[src/rtl/ro_counter_array.sv]
// Gated ring-oscillator edge counter array: counts synchronised rising edges per
// channel over a programmable window and exposes the latched results as a byte stream.
module ro_counter_array #(
    parameter int CHANNELS = 4,
    parameter int CNT_W    = 16,
    parameter int WIN_W    = 16
) (
    input  logic                clk,
    input  logic                rst,
    input  logic [CHANNELS-1:0] ro_in,
    input  logic [WIN_W-1:0]    win_len,
    input  logic                start,
    input  logic                stop,
    input  logic                mode,
    input  logic                shift,
    output logic [7:0]          dout,
    output logic                running,
    output logic                done,
    output logic [CHANNELS-1:0] overflow
);

    typedef enum logic [1:0] {S_IDLE, S_COUNT, S_LATCH} state_t;

    state_t                          r_state, w_next;
    logic [CHANNELS-1:0]             r_sync1, r_sync2, r_sync3;
    logic [CHANNELS-1:0]             w_edge;
    logic [CHANNELS-1:0][CNT_W-1:0]  r_cnt;
    logic [CHANNELS*CNT_W-1:0]       r_result;
    logic [CHANNELS-1:0]             r_ovf;
    logic [WIN_W-1:0]                r_win, r_cyc;
    logic                            r_mode;
    logic                            w_accept, w_win_end, w_clear, w_count_en;

    assign w_edge     = r_sync2 & ~r_sync3;
    assign w_accept   = (r_state == S_IDLE) && start && !stop && (win_len != '0);
    assign w_win_end  = (r_cyc == r_win - 1'b1);
    assign w_count_en = (r_state == S_COUNT) && !stop;

    always_ff @(posedge clk or posedge rst) begin
        if (rst) begin
            r_sync1 <= '0;
            r_sync2 <= '0;
            r_sync3 <= '0;
        end else begin
            r_sync1 <= ro_in;
            r_sync2 <= r_sync1;
            r_sync3 <= r_sync2;
        end
    end

    always_ff @(posedge clk or posedge rst) begin
        if (rst) r_state <= S_IDLE;
        else     r_state <= w_next;
    end

    always_comb begin
        w_next  = r_state;
        w_clear = 1'b0;
        case (r_state)
            S_IDLE: begin
                if (w_accept) begin
                    w_next  = S_COUNT;
                    w_clear = 1'b1;
                end
            end
            S_COUNT: begin
                if (stop)           w_next = S_IDLE;
                else if (w_win_end) w_next = S_LATCH;
            end
            S_LATCH: begin
                if (r_mode && !stop) begin
                    w_next  = S_COUNT;
                    w_clear = 1'b1;
                end else begin
                    w_next  = S_IDLE;
                end
            end
            default: w_next = S_IDLE;
        endcase
    end

    always_ff @(posedge clk or posedge rst) begin
        if (rst) begin
            r_win  <= '0;
            r_mode <= 1'b0;
        end else if (w_accept) begin
            r_win  <= win_len;
            r_mode <= mode;
        end
    end

    always_ff @(posedge clk or posedge rst) begin
        if (rst)                    r_cyc <= '0;
        else if (w_clear)           r_cyc <= '0;
        else if (r_state == S_COUNT) r_cyc <= r_cyc + 1'b1;
    end

    // Overflow is sticky across continuous restarts; only an accepted start clears it.
    always_ff @(posedge clk or posedge rst) begin
        if (rst) begin
            r_cnt <= '0;
            r_ovf <= '0;
        end else begin
            if (w_accept) r_ovf <= '0;
            for (int unsigned ch = 0; ch < CHANNELS; ch++) begin
                if (w_clear) begin
                    r_cnt[ch] <= '0;
                end else if (w_count_en && w_edge[ch]) begin
                    if (r_cnt[ch] == '1) r_ovf[ch] <= 1'b1;
                    else                 r_cnt[ch] <= r_cnt[ch] + 1'b1;
                end
            end
        end
    end

    always_ff @(posedge clk or posedge rst) begin
        if (rst)                     r_result <= '0;
        else if (r_state == S_LATCH) r_result <= r_cnt;
        else if (shift)              r_result <= r_result >> 8;
    end

    assign dout     = r_result[7:0];
    assign running  = (r_state != S_IDLE);
    assign done     = (r_state == S_LATCH);
    assign overflow = r_ovf;

endmodule

[config.mk]
export PLATFORM = sky130hd
export DESIGN_NAME = ro_counter_array
export DESIGN_NICKNAME = d
export VERILOG_FILES = /design/src/rtl/ro_counter_array.sv
export SDC_FILE = /design/constraint.sdc
export NUM_CORES = 1
export LEC_CHECK = 0
export ABC_AREA = 1
export CELL_PAD_IN_SITES_DETAIL_PLACEMENT = 0
export CELL_PAD_IN_SITES_GLOBAL_PLACEMENT = 1
export CORE_MARGIN = 2
export CORE_UTILIZATION = 31
export CTS_CLUSTER_SIZE = 10
export DETAILED_ROUTE_END_ITERATION = 8
export GPL_ROUTABILITY_DRIVEN = 0
export PLACE_DENSITY_LB_ADDON = 0.1
export SLEW_MARGIN = 10
export SYNTH_ARGS = -nofsm -noshare
export SYNTH_HDL_FRONTEND = slang
export SYNTH_SLANG_ARGS = --single-unit
[constraint.sdc]
create_clock -name clk -period 9 [get_ports clk]
set_clock_uncertainty 0.05 [all_clocks]
set_input_delay 1.8 -clock clk [delete_from_list [all_inputs] [get_ports clk]]
set_output_delay 1.8 -clock clk [all_outputs]
set_load 0.03 [all_outputs]
# After elaboration in Yosys (flattened, before gate mapping)

Index checks and enable logic that the tools add are counted.

Output and inout bits: 14
Bits in writable memories: 0
Latch bits: 0
Register bits after elaboration: 179
ROM bits: 0
Logic and storage cells: 95
Input bits: 26
Memories kept: 0

$mul: 0
Order comparisons: 0
Multiplexer cells: 37
Bitwise logic cells: 2
Equal/unequal tests: 13
$add $sub $neg: 6
Shift operators: 0
Reductions and logical operators: 24
Divide/modulo/power cells: 0

Operators by type and width:

| operator              | number |
|---|---|
| $mux 16               | 14 |
| $mux 64               | 2 |
| $add 16x1->16 const B | 5 |
| $eq 16x16->1 const B  | 4 |
| $eq 16x16->1          | 1 |
| $reduce_bool 16->1    | 1 |
| $sub 16x1->16 const B | 1 |
| $mux 1                | 15 |
| $reduce_bool 2->1     | 7 |
| $ne 2x2->1 const B    | 5 |
| $reduce_and 2->1      | 5 |
| $logic_and 1x1->1     | 9 |
| $mux 2                | 3 |
| $pmux 2 s3            | 1 |
| $and 4x4->4           | 1 |
| $mux 4                | 1 |
| $not 4->4             | 1 |
| $ne 3x3->1 const B    | 1 |
| $eq 2x1->1 const B    | 1 |
| $eq 2x2->1 const B    | 1 |
| $logic_not 2->1       | 1 |
| $pmux 1 s2            | 1 |
| $logic_not 1->1       | 1 |

# Logic depth before layout (Yosys ltp)

Depth after elaboration: 8
Depth in mapped cells: 13
Mapped depth without buffers: 13

# Worst setup path after synthesis

Ideal clock, no wire load.

Kind: in2reg
From: in win_len[15]
To: reg r_cyc[6]
Arrival time: 2.887 ns
Stages: 11
Path buffers: 2
Setup slack: 5.985 ns
Setup time: 0.077 ns
Required time: 8.873 ns
Cell sequence: inv_1 > nand4_1 > nor2_1 > nand2_1 > nand2_1 > nand2_1 > inv_2 > buf_2 > buf_2 > nand2_1 > a21oi_1

Word-level cells in the longest chain between the ends: 5
Elaborated cells between the ends (all ways): 6
Classes of those cells: mux: 3; reduce/logical: 3

RTL lines:

| what                                         | line | source |
|---|---|---|
| start: declaration                           | 11   | `input logic [WIN_W-1:0] win_len,` |
| $reduce_bool 16->1 *                         | 35   | `assign w_accept = (r_state == S_IDLE) && start && !stop && (win_len != '0);` |
| $logic_and 1x1->1 *                          | 35   |  |
| $mux 1 *                                     | 61   | `if (w_accept) begin` |
| $pmux 1 s2 *                                 | 59   | `case (r_state)` |
| $mux 16 or $reduce_bool 2->1 (tied branches) | -    |  |
| end signal: assignment                       | 95   | `else if (r_state == S_COUNT) r_cyc <= r_cyc + 1'b1;` |
| end: declaration                             | 30   | `logic [WIN_W-1:0] r_win, r_cyc;` |

Every way passes the cells marked *; elsewhere a longest branch is shown, timed or not.
A chain may end at the register's enable or synchronous reset.

# Worst setup path in the final report

From: in win_len[3]
To: reg r_cnt[47] (netlist bit)

Word-level cells in the longest chain between the ends: 6
Elaborated cells between the ends (all ways): 8
Classes of those cells: eq/ne: 1; mux: 3; reduce/logical: 4

RTL lines:

| what                                                      | line | source |
|---|---|---|
| $reduce_bool 16->1 *                                      | 35   |  |
| $logic_and 1x1->1 *                                       | 35   |  |
| $mux 1 *                                                  | 61   |  |
| $pmux 1 s2 *                                              | 59   |  |
| $ne 2x2->1 (no line) or $reduce_bool 2->1 (tied branches) | -    |  |
| $reduce_and 2->1 (no line)                                | -    |  |
| end signal: indexed assignment                            | 110  | `else r_cnt[ch] <= r_cnt[ch] + 1'b1;` |
| end: declaration                                          | 27   | `logic [CHANNELS-1:0][CNT_W-1:0] r_cnt;` |

Marks and branches as above.

==> impl_metrics.env <==
export IMPL_synthCells=1147
export IMPL_syn_area_per_cell_sq_um=8.21
export IMPL_power_density_mw_per_mm2=176
export IMPL_hold_violations=0
export IMPL_crit_path_end_kind="flip-flop"
export IMPL_grt_pass1_vias=7572
export IMPL_nets=1192
export IMPL_dieArea_sq_mm=0.0318
export IMPL_path_common_cell="nand2_1"
export IMPL_gr_usage_all_layers=0.169
export IMPL_cts_buffers=17
export IMPL_synth_fp_nets=1179
export IMPL_min_path_cells=0
export IMPL_top_layer="met4"
export IMPL_timing_final_crit_period_ns=4.98
export IMPL_crit_chain="clkdlybuf4s50_1, inv_1, nand4_1, nor2_1, nand2_1, nand2_1, nand2_1, inv_2, buf_4, nand2_1, o21ai_0"
export IMPL_dpl_cell_area_sq_mm=0.0101
export IMPL_htree_num_levels=4
export IMPL_power_mw=1.88
export IMPL_path_max_fanout=41
export IMPL_netlist_top_cells_area="dfrtp_1 48%, nand3_1 7.8%, inv_1 7.5%, nand2_1 6.7%, o221ai_1 5.0%"
export IMPL_crit_required_ns=9.30
export IMPL_criticalPathCategory="in -> reg"
export IMPL_crit_arrival_ns=5.28
export IMPL_crit_slowest_cell="inv_2"
export IMPL_hp_class="reg -> reg"
export IMPL_initial_core_util=0.316
export IMPL_routed_wl_um=25100
export IMPL_drt_iter0_markers=404
export IMPL_setup_viol=0
export IMPL_timing_rr_end="r_cnt[47]$_DFFE_PP0P_"
export IMPL_cts_root_buf="clkbuf_16"
export IMPL_worstMarginPinSlew_ns=0.997
export IMPL_core_sq_mm=0.0298
export IMPL_vias=7521
export IMPL_timing_rr_start="r_state[1]$_DFFE_PP0P_"
export IMPL_status="complete, no violations"
export IMPL_cts_tree="done"
export IMPL_ios=40
export IMPL_dp_hpwl_um=17400
export IMPL_drive_gt1_frac=0.0665
export IMPL_final_cell_count_no_fill=1563
export IMPL_synth_area_sq_mm=0.00941
export IMPL_areaGrowthSynthToFinish_pct=13.3
export IMPL_p_leak_nw=4.46
export IMPL_period_share=0.554
export IMPL_start_kind="input port"
export IMPL_finalMaxSlewViolations=0
export IMPL_fp_row_count=63
export IMPL_cts_setup_buffers=0
export IMPL_cts_sinks=179
export IMPL_mostFrequentLayoutCells="186 x inv_1, 179 x dfrtp_1, 169 x nand2_1"
export IMPL_cts_buffer_depth=2
export IMPL_firstDrtPassIters=5
export IMPL_dp_cells=1531
export IMPL_avgViaCountPerCell=4.81
export IMPL_clkTransAtPathRegs_ns=0.08
export IMPL_synth_cell_types=42
export IMPL_wl_met2_um=11900
export IMPL_min_to="r_sync2[3]$_DFF_PP0_"
export IMPL_antennaDiodeCount=0
export IMPL_rsz0062_at_grt="false"
export IMPL_synth_largest_area_cell="dfrtp_1"
export IMPL_relSlewSlack=0.334
export IMPL_ys_ff_latch=179
export IMPL_final_common_cell="inv_1"
export IMPL_finalInstanceArea_sq_mm=0.0107
export IMPL_reg2reg_setup_slack_ns=5.60
export IMPL_ant_nets=0
export IMPL_r2r_cells=8
export IMPL_antenna_found_initial=0
export IMPL_grt_max_degree=93
export IMPL_clk_insertion_delay_late_ns=0.44
export IMPL_synth_seq_area_share=0.476
export IMPL_gr_total_overflow=0
export IMPL_wl_met3_um=423
export IMPL_die_w_um=178
export IMPL_route_detailed_drc=0
export IMPL_yosys_warnings=0
export IMPL_io_buffer_count=39
export IMPL_setup_tns_ns=0
export IMPL_slowest_delay_ns=0.93
export IMPL_die_h_um=178
export IMPL_synthDominantCellAreaShare=0.476
export IMPL_drt_wirelength_per_cell_um=16.1
export IMPL_fmax_mhz=201
export IMPL_postCtsHoldBufs=0
export IMPL_cap_violations=0
export IMPL_cts_resized=0
export IMPL_fillers=3156
export IMPL_grt_pass1_wl_um=41900
export IMPL_ir_worst_vdd_v=0.000118
export IMPL_hold_start="r_sync1[3]$_DFF_PP0_"
export IMPL_wl_met1_um=12600
-- synthesized netlist by cell type (all sizes together) --
| library cell | n |
|---|---|
| o211ai | 3 |
| a21oi | 13 |
| nand4 | 15 |
| nand2 | 177 |
| nor3 | 40 |
| clkinv | 1 |
| o21ai | 73 |
| buf | 26 |
| clkbuf | 26 |
| o22ai | 8 |
| a32o | 1 |
| o221ai | 54 |
| xnor2 | 8 |
| and2 | 1 |
| inv | 198 |
| a31oi | 2 |
| nand3b | 3 |
| dfrtp | 179 |
| nor3b | 3 |
| a211oi | 1 |
| o31ai | 2 |
| nor2 | 96 |
| xor2 | 50 |
| or2 | 2 |
| nor4 | 9 |
| mux2 | 1 |
| ha | 6 |
| nand3 | 149 |
-- cell type report --
cell class | instances | area (sq um) | area share
Inverter | 199 | 756 | 0.0709
Multi-Input combinational cell | 717 | 3920 | 0.367
Clock inverter | 14 | 143 | 0.0134
Clock buffer | 18 | 439 | 0.0412
Timing Repair Buffer | 46 | 438 | 0.0411
Tap cell | 390 | 488 | 0.0458
Sequential cell | 179 | 4480 | 0.420
-- worst max-delay path: cells and delay by family --
| kind | cells | cell delay (ns) |
|---|---|---|
| buffers and inverters | 4 | 1.79 |
| AND/OR/NAND/NOR | 6 | 1.42 |
| AO/OA/AOI/OAI | 1 | 0.26 |
-- metal layers --
metal	vias up	track usage
met3	13	0.0251
met1	3639	0.237
met2	59	0.276
met4	0	0.0410
li1	3810	-
met5	-	0
-- power by group --
group	leakage, nW	internal (mW)	total, mW	switching [mW]
Combinational	1.76	0.0761	0.227	0.151
Clock	0.277	0.398	0.759	0.362
Sequential	2.43	0.845	0.889	0.0441
-- cells by family (layout without fill, tap and decap cells) --
logic type,count (synthesis),count (layout),share of synthesized area
xor+xnor,58,58,0.0540
mux,1,1,0.00120
simple gates,495,495,0.244
compound gates,157,157,0.109
fa+ha+maj,6,6,0.00798
flops,179,179,0.476
buf+inv,251,277,0.108
-- state kept, by name, indices dropped and copies added, names as in the netlist --
name      count
r_cnt        64
r_result     64
r_cyc        16
r_win        16
overflow      4
r_sync1       4
r_sync2       4
r_sync3       4
r_state       2
r_mode        1
-- worst max-delay path by stage --
stage,startpoint,to
floorplan,rst,overflow[0]$_DFF_PP0_
global placement,win_len[3],r_cnt[47]$_DFFE_PP0P_
detailed placement,win_len[3],r_cnt[47]$_DFFE_PP0P_
CTS,win_len[3],r_cnt[47]$_DFFE_PP0P_
global route,win_len[3],r_cnt[47]$_DFFE_PP0P_
finish,win_len[3],r_cnt[47]$_DFFE_PP0P_
-- per-stage QoR --
stage	worst slack (ns)	hold slack, ns	utilization
final	4.02	0.300	0.358
after global routing	3.61	0.308	0.358
after CTS	3.88	0.299	0.358
after detailed placement	3.42	0.288	0.338
after global placement	3.50	0.282	0.338
after floorplan	2.29	0.281	-
No activity file was read; power rests on OpenSTA's default activity.
